===== src/rtl/alu_pkg.sv =====
// Shared definitions for the 6-bit ALU accumulator slice: opcodes, widths,
// FSM state encoding and a small flag helper.
package alu_pkg;

  localparam int ALU_WIDTH = 6;
  localparam int OP_WIDTH  = 2;

  localparam logic [OP_WIDTH-1:0] OP_LOAD = 2'd0;
  localparam logic [OP_WIDTH-1:0] OP_ADD  = 2'd1;
  localparam logic [OP_WIDTH-1:0] OP_SUB  = 2'd2;
  localparam logic [OP_WIDTH-1:0] OP_CLR  = 2'd3;

  // IDLE: no result pending downstream. HOLD: a result is presented.
  typedef enum logic {
    ST_IDLE = 1'b0,
    ST_HOLD = 1'b1
  } acc_state_t;

  // Zero flag for a full-width accumulator value.
  function automatic logic is_zero(input logic [ALU_WIDTH-1:0] value);
    return (value == {ALU_WIDTH{1'b0}});
  endfunction

endpackage


===== src/rtl/ripple_adder.sv =====
// Combinational ripple-carry add/subtract core.
// sel=0: sum = x + y. sel=1: sum = x - y (two's complement: x + ~y + 1).
// c_out is the carry out of the MSB (not-borrow when subtracting);
// overflow is carry into the MSB XOR carry out of the MSB.
module ripple_adder #(
  parameter int WIDTH = 6
) (
  input  logic [WIDTH-1:0] x,
  input  logic [WIDTH-1:0] y,
  input  logic             sel,
  output logic [WIDTH-1:0] sum,
  output logic             c_out,
  output logic             overflow
);

  logic [WIDTH-1:0] y_eff_s;
  logic [WIDTH:0]   carry_s;

  // Full-adder chain; the subtract select doubles as the initial carry-in.
  always_comb begin
    y_eff_s    = y ^ {WIDTH{sel}};
    carry_s    = {(WIDTH+1){1'b0}};
    sum        = {WIDTH{1'b0}};
    carry_s[0] = sel;
    for (int i = 0; i < WIDTH; i++) begin
      sum[i]       = x[i] ^ y_eff_s[i] ^ carry_s[i];
      carry_s[i+1] = (x[i] & y_eff_s[i]) | (carry_s[i] & (x[i] ^ y_eff_s[i]));
    end
    c_out    = carry_s[WIDTH];
    overflow = carry_s[WIDTH] ^ carry_s[WIDTH-1];
  end

endmodule


===== src/rtl/alu_accumulator.sv =====
// Registered operand/accumulator stage around the 6-bit ripple_adder.
// One operation per in_valid/in_ready handshake; the result and flags are
// registered on acceptance and held on the out_valid/out_ready handshake.
// Optional build macro: STICKY_FLAGS_EN -- carry and overflow flags OR-accumulate
// across ADD/SUB results until a LOAD, CLR or reset clears them.
module alu_accumulator
  import alu_pkg::*;
#(
  parameter int WIDTH = ALU_WIDTH,
  parameter int OP_W  = OP_WIDTH
) (
  input  logic             clk,
  input  logic             rst,
  input  logic             in_valid,
  output logic             in_ready,
  input  logic [OP_W-1:0]  in_op,
  input  logic [WIDTH-1:0] in_operand,
  output logic             out_valid,
  input  logic             out_ready,
  output logic [WIDTH-1:0] acc,
  output logic             flag_c,
  output logic             flag_v,
  output logic             flag_z,
  output logic             flag_n
);

  // The adder core and the opcode encoding are fixed; refuse other sizes.
  generate
    if (WIDTH != ALU_WIDTH) begin : g_bad_width
      $error("alu_accumulator: WIDTH must equal ALU_WIDTH (6)");
    end
    if (OP_W != OP_WIDTH) begin : g_bad_op_w
      $error("alu_accumulator: OP_W must equal OP_WIDTH (2)");
    end
  endgenerate

  acc_state_t       state_q;
  logic [WIDTH-1:0] acc_q;
  logic             flag_c_q;
  logic             flag_v_q;
  logic             flag_z_q;
  logic             flag_n_q;
  logic             out_valid_q;

  logic [WIDTH-1:0] acc_d;
  logic             flag_c_d;
  logic             flag_v_d;
  logic             flag_z_d;
  logic             flag_n_d;

  logic             in_ready_s;
  logic             accept_s;
  logic             sub_sel_s;
  logic [WIDTH-1:0] sum_s;
  logic             c_out_s;
  logic             ovf_s;

  // The adder always sees the current accumulator and the offered operand;
  // its outputs only matter on a cycle where the request is accepted.
  ripple_adder #(
    .WIDTH (WIDTH)
  ) u_adder (
    .x        (acc_q),
    .y        (in_operand),
    .sel      (sub_sel_s),
    .sum      (sum_s),
    .c_out    (c_out_s),
    .overflow (ovf_s)
  );

  // Handshake: a new request may enter whenever the held result is drained
  // this cycle (or nothing is held).
  always_comb begin
    in_ready_s = !out_valid_q || out_ready;
    accept_s   = in_valid && in_ready_s;
    sub_sel_s  = (in_op == OP_SUB);
  end

  // Next accumulator and flag values for the offered operation.
  always_comb begin
    acc_d    = acc_q;
    flag_c_d = flag_c_q;
    flag_v_d = flag_v_q;
    case (in_op)
      OP_LOAD: begin
        acc_d    = in_operand;
        flag_c_d = 1'b0;
        flag_v_d = 1'b0;
      end
      OP_ADD, OP_SUB: begin
        acc_d = sum_s;
`ifdef STICKY_FLAGS_EN
        flag_c_d = c_out_s | flag_c_q;
        flag_v_d = ovf_s | flag_v_q;
`else
        flag_c_d = c_out_s;
        flag_v_d = ovf_s;
`endif
      end
      OP_CLR: begin
        acc_d    = {WIDTH{1'b0}};
        flag_c_d = 1'b0;
        flag_v_d = 1'b0;
      end
      default: begin
        acc_d    = acc_q;
        flag_c_d = flag_c_q;
        flag_v_d = flag_v_q;
      end
    endcase
    flag_z_d = is_zero(acc_d);
    flag_n_d = acc_d[WIDTH-1];
  end

  // Result FSM: captures accepted results and holds them until drained.
  always_ff @(posedge clk or posedge rst) begin
    if (rst) begin
      state_q     <= ST_IDLE;
      out_valid_q <= 1'b0;
      acc_q       <= {WIDTH{1'b0}};
      flag_c_q    <= 1'b0;
      flag_v_q    <= 1'b0;
      flag_z_q    <= 1'b0;
      flag_n_q    <= 1'b0;
    end else begin
      if (accept_s) begin
        acc_q    <= acc_d;
        flag_c_q <= flag_c_d;
        flag_v_q <= flag_v_d;
        flag_z_q <= flag_z_d;
        flag_n_q <= flag_n_d;
      end else begin
        acc_q    <= acc_q;
        flag_c_q <= flag_c_q;
        flag_v_q <= flag_v_q;
        flag_z_q <= flag_z_q;
        flag_n_q <= flag_n_q;
      end
      case (state_q)
        ST_IDLE: begin
          if (accept_s) begin
            state_q     <= ST_HOLD;
            out_valid_q <= 1'b1;
          end else begin
            state_q     <= ST_IDLE;
            out_valid_q <= 1'b0;
          end
        end
        ST_HOLD: begin
          if (accept_s) begin
            state_q     <= ST_HOLD;
            out_valid_q <= 1'b1;
          end else if (out_ready) begin
            state_q     <= ST_IDLE;
            out_valid_q <= 1'b0;
          end else begin
            state_q     <= ST_HOLD;
            out_valid_q <= 1'b1;
          end
        end
        default: begin
          state_q     <= ST_IDLE;
          out_valid_q <= 1'b0;
        end
      endcase
    end
  end

  assign in_ready  = in_ready_s;
  assign out_valid = out_valid_q;
  assign acc       = acc_q;
  assign flag_c    = flag_c_q;
  assign flag_v    = flag_v_q;
  assign flag_z    = flag_z_q;
  assign flag_n    = flag_n_q;

endmodule


===== config.mk =====
export PLATFORM = sky130hd
export DESIGN_NAME = alu_accumulator
export DESIGN_NICKNAME = d
export VERILOG_FILES = /design/src/rtl/alu_pkg.sv /design/src/rtl/ripple_adder.sv /design/src/rtl/alu_accumulator.sv
export SDC_FILE = /design/constraint.sdc
export NUM_CORES = 1
export LEC_CHECK = 0
export CAP_MARGIN = 20
export CORE_MARGIN = 3
export CORE_UTILIZATION = 49
export DETAILED_ROUTE_END_ITERATION = 8
export GPL_TIMING_DRIVEN = 0
export HOLD_SLACK_MARGIN = 0.06
export PLACE_DENSITY_LB_ADDON = 0.05
export SKIP_LAST_GASP = 1
export SLEW_MARGIN = 20
export SYNTH_ARGS = -nofsm -noshare
export SYNTH_HDL_FRONTEND = slang
export SYNTH_HIERARCHICAL = 1
export SYNTH_SLANG_ARGS = --single-unit

===== constraint.sdc =====
create_clock -name clk -period 6.9 [get_ports clk]
set_input_delay 1.035 -clock clk [delete_from_list [all_inputs] [get_ports clk]]
set_output_delay 1.035 -clock clk [all_outputs]
set_load 0.005 [all_outputs]

==> reports/qor_table.md <==
| Metric | This run | Unit |
| --- | --- | --- |
| DPL Wire Length | 1430 | microns |
| Type of element launching the critical path | primary input | - |
| Area of the die | 2150 | sq um |
| Ant diodes | 0 | - |
| Total track usage | 19.6 | % |
| Reg-to-Reg End | flag_z | - |
| Run status | completed | - |
| Worst path required time | 7.09 | ns |
| Hold violation count in the final report | 0 | - |
| Final period demand of the worst path | 4.33 | ns |
| RePlAce Congestion | 0.842 | - |
| Count of final max-slew check failures | 0 | - |
| Setup slack of the critical path after layout | 2.57 | ns |
| Number of global-route vias before repair | 657 | - |
| Number of nets in the layout | 123 | - |
| Total CTS buffers | 3 | - |
| Initial Utilization | 56.3 | % |
| Rows | 13 | - |
| Floorplan Core Area | 1420 | sq um |
| Average vias per placed instance | 5.50 | - |
| Max frequency | 231 | MHz |
| RSZ-0062 raised after global routing | no | - |
| Root buffer cell | sky130_fd_sc_hd__clkbuf_4 | - |
| Tot Pwr | 0.263 | mW |
| Switching pwr | 0.0874 | mW |
| Fraction of layout instances using a drive strength above 1 | 17.5 | % |
| # IOs | 24 | - |
| Syn Std Cell Area | 797 | sq um |
| Resize count post-CTS | 0 | - |
| Share of the cycle needed by the critical path after routing | 62.8 | % |
| Average wire per standard cell | 14.8 | microns |
| Net count after synthesis | 96 | - |
| Endpoints failing setup | 0 | - |
| Sequential power share | 31.7 | % |
| First-pass GRT wire length | 2950 | microns |
| Pre-Repair DR Iteration Count | 3 | - |
| Worst slack at placement | 2.30 | ns |
| Worst Path Arrival | 4.52 | ns |
| Accumulated negative setup slack | 0 | ns |
| Syn Inst Count | 77 | - |
| Hold Crit Depth | 1 | - |
| Power density of the placed cells | 245 | nW/um^2 |
| Number of placed instances, taps included | 114 | - |
| Worst reg2reg setup slack | 3.86 | ns |
| FF-to-FF path depth | 11 | - |
| H-tree levels | 1 | - |
| Syn avg cell area | 10.4 | sq um |
| Clk_lat worst skew | 0.26 | ns |
| Largest buffer count on any clock path | 2 | - |
| Maximum clock skew at final layout | 0.00160 | ns |
| Worst Setup Path Type | primary input to register | - |
| CP Capture Type | register | - |
| Count of clock tree sinks | 10 | - |
| Path class of the lowest-slack min-delay path | register to register | - |
| Number of distinct standard cells referenced by the synthesized netlist | 25 | - |
| Part of the total power dissipated in the clock network | 19.4 | % |
| Startpoint of the most critical hold path | flag_z | - |
| Total routed wirelength | 1750 | microns |
| TritonCTS clock tree | built | - |
| Total number of vias | 649 | - |
| Static leakage power | 0.479 | nW |
| Die Ht | 46.3 | microns |
| Post CTS Setup Buffer Count | 0 | - |
| Post-Layout Cell Count | 118 | - |
| Antenna violations before repair | 0 | - |
| Starting DRT DRC Count | 6 | - |
| Horizontal die dimension | 46.3 | microns |
| Worst-case headroom to the max-slew limit | 74.3 | % |
| Max-cap violations | 0 | - |
| Post-DRT Antenna Nets | 0 | - |
| Pin count of the biggest net entering global routing | 11 | - |
| Startpoint of the lowest-slack register-to-register path | acc[0] | - |
| CTS clk-pin slew, worst paths | 0.06 | ns |
| DRC Markers | 0 | - |
| Worst vdd rail ir drop | 0.000156 | V |
| Sequential area share after synthesis | 31.4 | % |
| Count of hold buffers inserted by post-cts repair | 0 | - |
| Internal portion of total power | 0.175 | mW |
| Critical Path Fanout Max | 6 | - |
| Share of total power in combinational logic | 48.8 | % |
| Port buffer count | 22 | - |
| Switching share of power | 33.2 | % |
| Hold Path Sink | flag_z | - |
| Flops & latches, synth | 10 | - |
| Worst slew pin tran | 0.380 | ns |
| Relative area change from synthesis to final layout | 34.5 | % |
| Total overflow reported by the global router | 0 | - |
| Synthesis Warnings | 6 | - |
[through the flow]
step | utilization (%) | instance area (sq um) | hold WS (ns)
after floorplan | - | 797 | 0.488
after global placement | 73.2 | 1040 | 0.475
after detailed placement | 73.2 | 1040 | 0.484
after CTS | 75.8 | 1070 | 0.507
after global routing | 75.8 | 1070 | 0.519
final | 75.8 | 1070 | 0.500
[how the worst max path moves through the flow]
stage                  start  endpoint  slack (ns)  cells past startpoint
floorplan           in_op[0]    flag_z        2.99                     14
global placement    in_op[0]    flag_z        2.35                     15
detailed placement  in_op[0]    flag_z        2.30                     15
CTS                 in_op[0]    flag_z        2.55                     15
global route        in_op[0]    flag_z        2.38                     15
finish              in_op[0]    flag_z        2.57                     15
[cells in the final DEF (no fill, tap or decap), types with 2 or more instances in the layout]
cell / netlist / final
sky130_fd_sc_hd__clkdlybuf4s50_1: 0 / 22
sky130_fd_sc_hd__inv_1: 11 / 11
sky130_fd_sc_hd__dfrtp_1: 10 / 10
sky130_fd_sc_hd__a22oi_1: 6 / 6
sky130_fd_sc_hd__a21oi_1: 6 / 6
sky130_fd_sc_hd__a31oi_1: 6 / 6
sky130_fd_sc_hd__fa_1: 5 / 5
sky130_fd_sc_hd__buf_6: 4 / 4
sky130_fd_sc_hd__xnor2_1: 4 / 4
sky130_fd_sc_hd__clkbuf_4: 0 / 3
sky130_fd_sc_hd__xor2_1: 3 / 3
sky130_fd_sc_hd__buf_2: 2 / 2
sky130_fd_sc_hd__nand2b_1: 2 / 2
sky130_fd_sc_hd__buf_4: 2 / 2
sky130_fd_sc_hd__nand4_1: 2 / 2
sky130_fd_sc_hd__a21bo_2: 2 / 2
sky130_fd_sc_hd__ha_1: 2 / 2
[worst max-delay path, stage by stage]
cell and delay, ns:
sky130_fd_sc_hd__clkdlybuf4s50_1 0.46, sky130_fd_sc_hd__inv_1 0.05, sky130_fd_sc_hd__ha_1 0.20, sky130_fd_sc_hd__buf_6 0.14
sky130_fd_sc_hd__xor2_1 0.21, sky130_fd_sc_hd__fa_1 0.22, sky130_fd_sc_hd__inv_1 0.05, sky130_fd_sc_hd__fa_1 0.39
sky130_fd_sc_hd__fa_1 0.39, sky130_fd_sc_hd__fa_1 0.41, sky130_fd_sc_hd__inv_1 0.09, sky130_fd_sc_hd__fa_1 0.43
sky130_fd_sc_hd__nor3_1 0.19, sky130_fd_sc_hd__a2bb2oi_2 0.10, sky130_fd_sc_hd__o2bb2ai_2 0.14
[layout make-up]
cell class	instances	area, sq um
buffer	8	70.1
tap	15	18.8
fill	115	343
sequential	10	250
clock buffer	4	36.3
timing repair buffer	22	220
multi-input combinational	48	435
inverter	11	41.3
[synth_stat cells]
library cell | count | area (sq um)
sky130_fd_sc_hd__nand3_1 | 1 | 5.00
sky130_fd_sc_hd__o21a_1 | 1 | 7.51
sky130_fd_sc_hd__nor4_1 | 1 | 6.26
sky130_fd_sc_hd__dfrtp_1 | 10 | 250
sky130_fd_sc_hd__o2bb2ai_2 | 1 | 15.0
sky130_fd_sc_hd__fa_1 | 5 | 100
sky130_fd_sc_hd__mux2_2 | 1 | 11.3
sky130_fd_sc_hd__nor3_1 | 1 | 5.00
sky130_fd_sc_hd__a21oi_1 | 6 | 30.0
sky130_fd_sc_hd__buf_4 | 2 | 15.0
sky130_fd_sc_hd__a22oi_1 | 6 | 45.0
sky130_fd_sc_hd__a31oi_1 | 6 | 37.5
sky130_fd_sc_hd__a2bb2oi_2 | 1 | 15.0
sky130_fd_sc_hd__nand2b_1 | 2 | 12.5
sky130_fd_sc_hd__inv_1 | 11 | 41.3
sky130_fd_sc_hd__buf_6 | 4 | 45.0
sky130_fd_sc_hd__ha_1 | 2 | 25.0
sky130_fd_sc_hd__nand2_1 | 1 | 3.75
sky130_fd_sc_hd__a21bo_2 | 2 | 20.0
sky130_fd_sc_hd__nand4_1 | 2 | 12.5
sky130_fd_sc_hd__o41ai_1 | 1 | 8.76
sky130_fd_sc_hd__nor2b_4 | 1 | 13.8
sky130_fd_sc_hd__xnor2_1 | 4 | 35.0
sky130_fd_sc_hd__buf_2 | 2 | 10.0
sky130_fd_sc_hd__xor2_1 | 3 | 26.3
[flip-flops by register name, indices dropped and copies added (netlist names)]
register   flops
flag_c         1
out_valid      1
flag_z         1
flag_v         1
acc            6
[per-layer routing]
| metal | global-route usage [%] | vias up | routed length [microns] |
|---|---|---|---|
| met3 | 2.34 | 2 | 54 |
| met1 | 27.1 | 312 | 829 |
| li1 | - | 320 | - |
| met4 | 5.11 | 0 | 17 |
| met5 | 0 | - | 0 |
| met2 | 32.1 | 15 | 846 |
[cells by family (layout without fill, tap and decap cells)]
logic type,Yosys count,after routing,synth area share (%)
AND/OR/NAND/NOR,9,9,7.38
AO/OA/AOI/OAI,24,24,22.4
buffers and inverters,19,45,14.0
multiplexers,1,1,1.41
XOR/XNOR,7,7,7.69
adder cells (fa/ha/maj),7,7,15.7
flip-flops,10,10,31.4
[power groups by stage]
stage / Combinational, mW / Sequential [mW] / Clock, mW
finish: 0.128 / 0.0834 / 0.0511
global route: 0.144 / 0.0855 / 0.0551
CTS: 0.130 / 0.0835 / 0.0532
detailed placement: 0.129 / 0.0845 / 0
global placement: 0.125 / 0.0836 / 0
floorplan: 0.0745 / 0.0836 / 0
(Power assumes the default switching activity.)
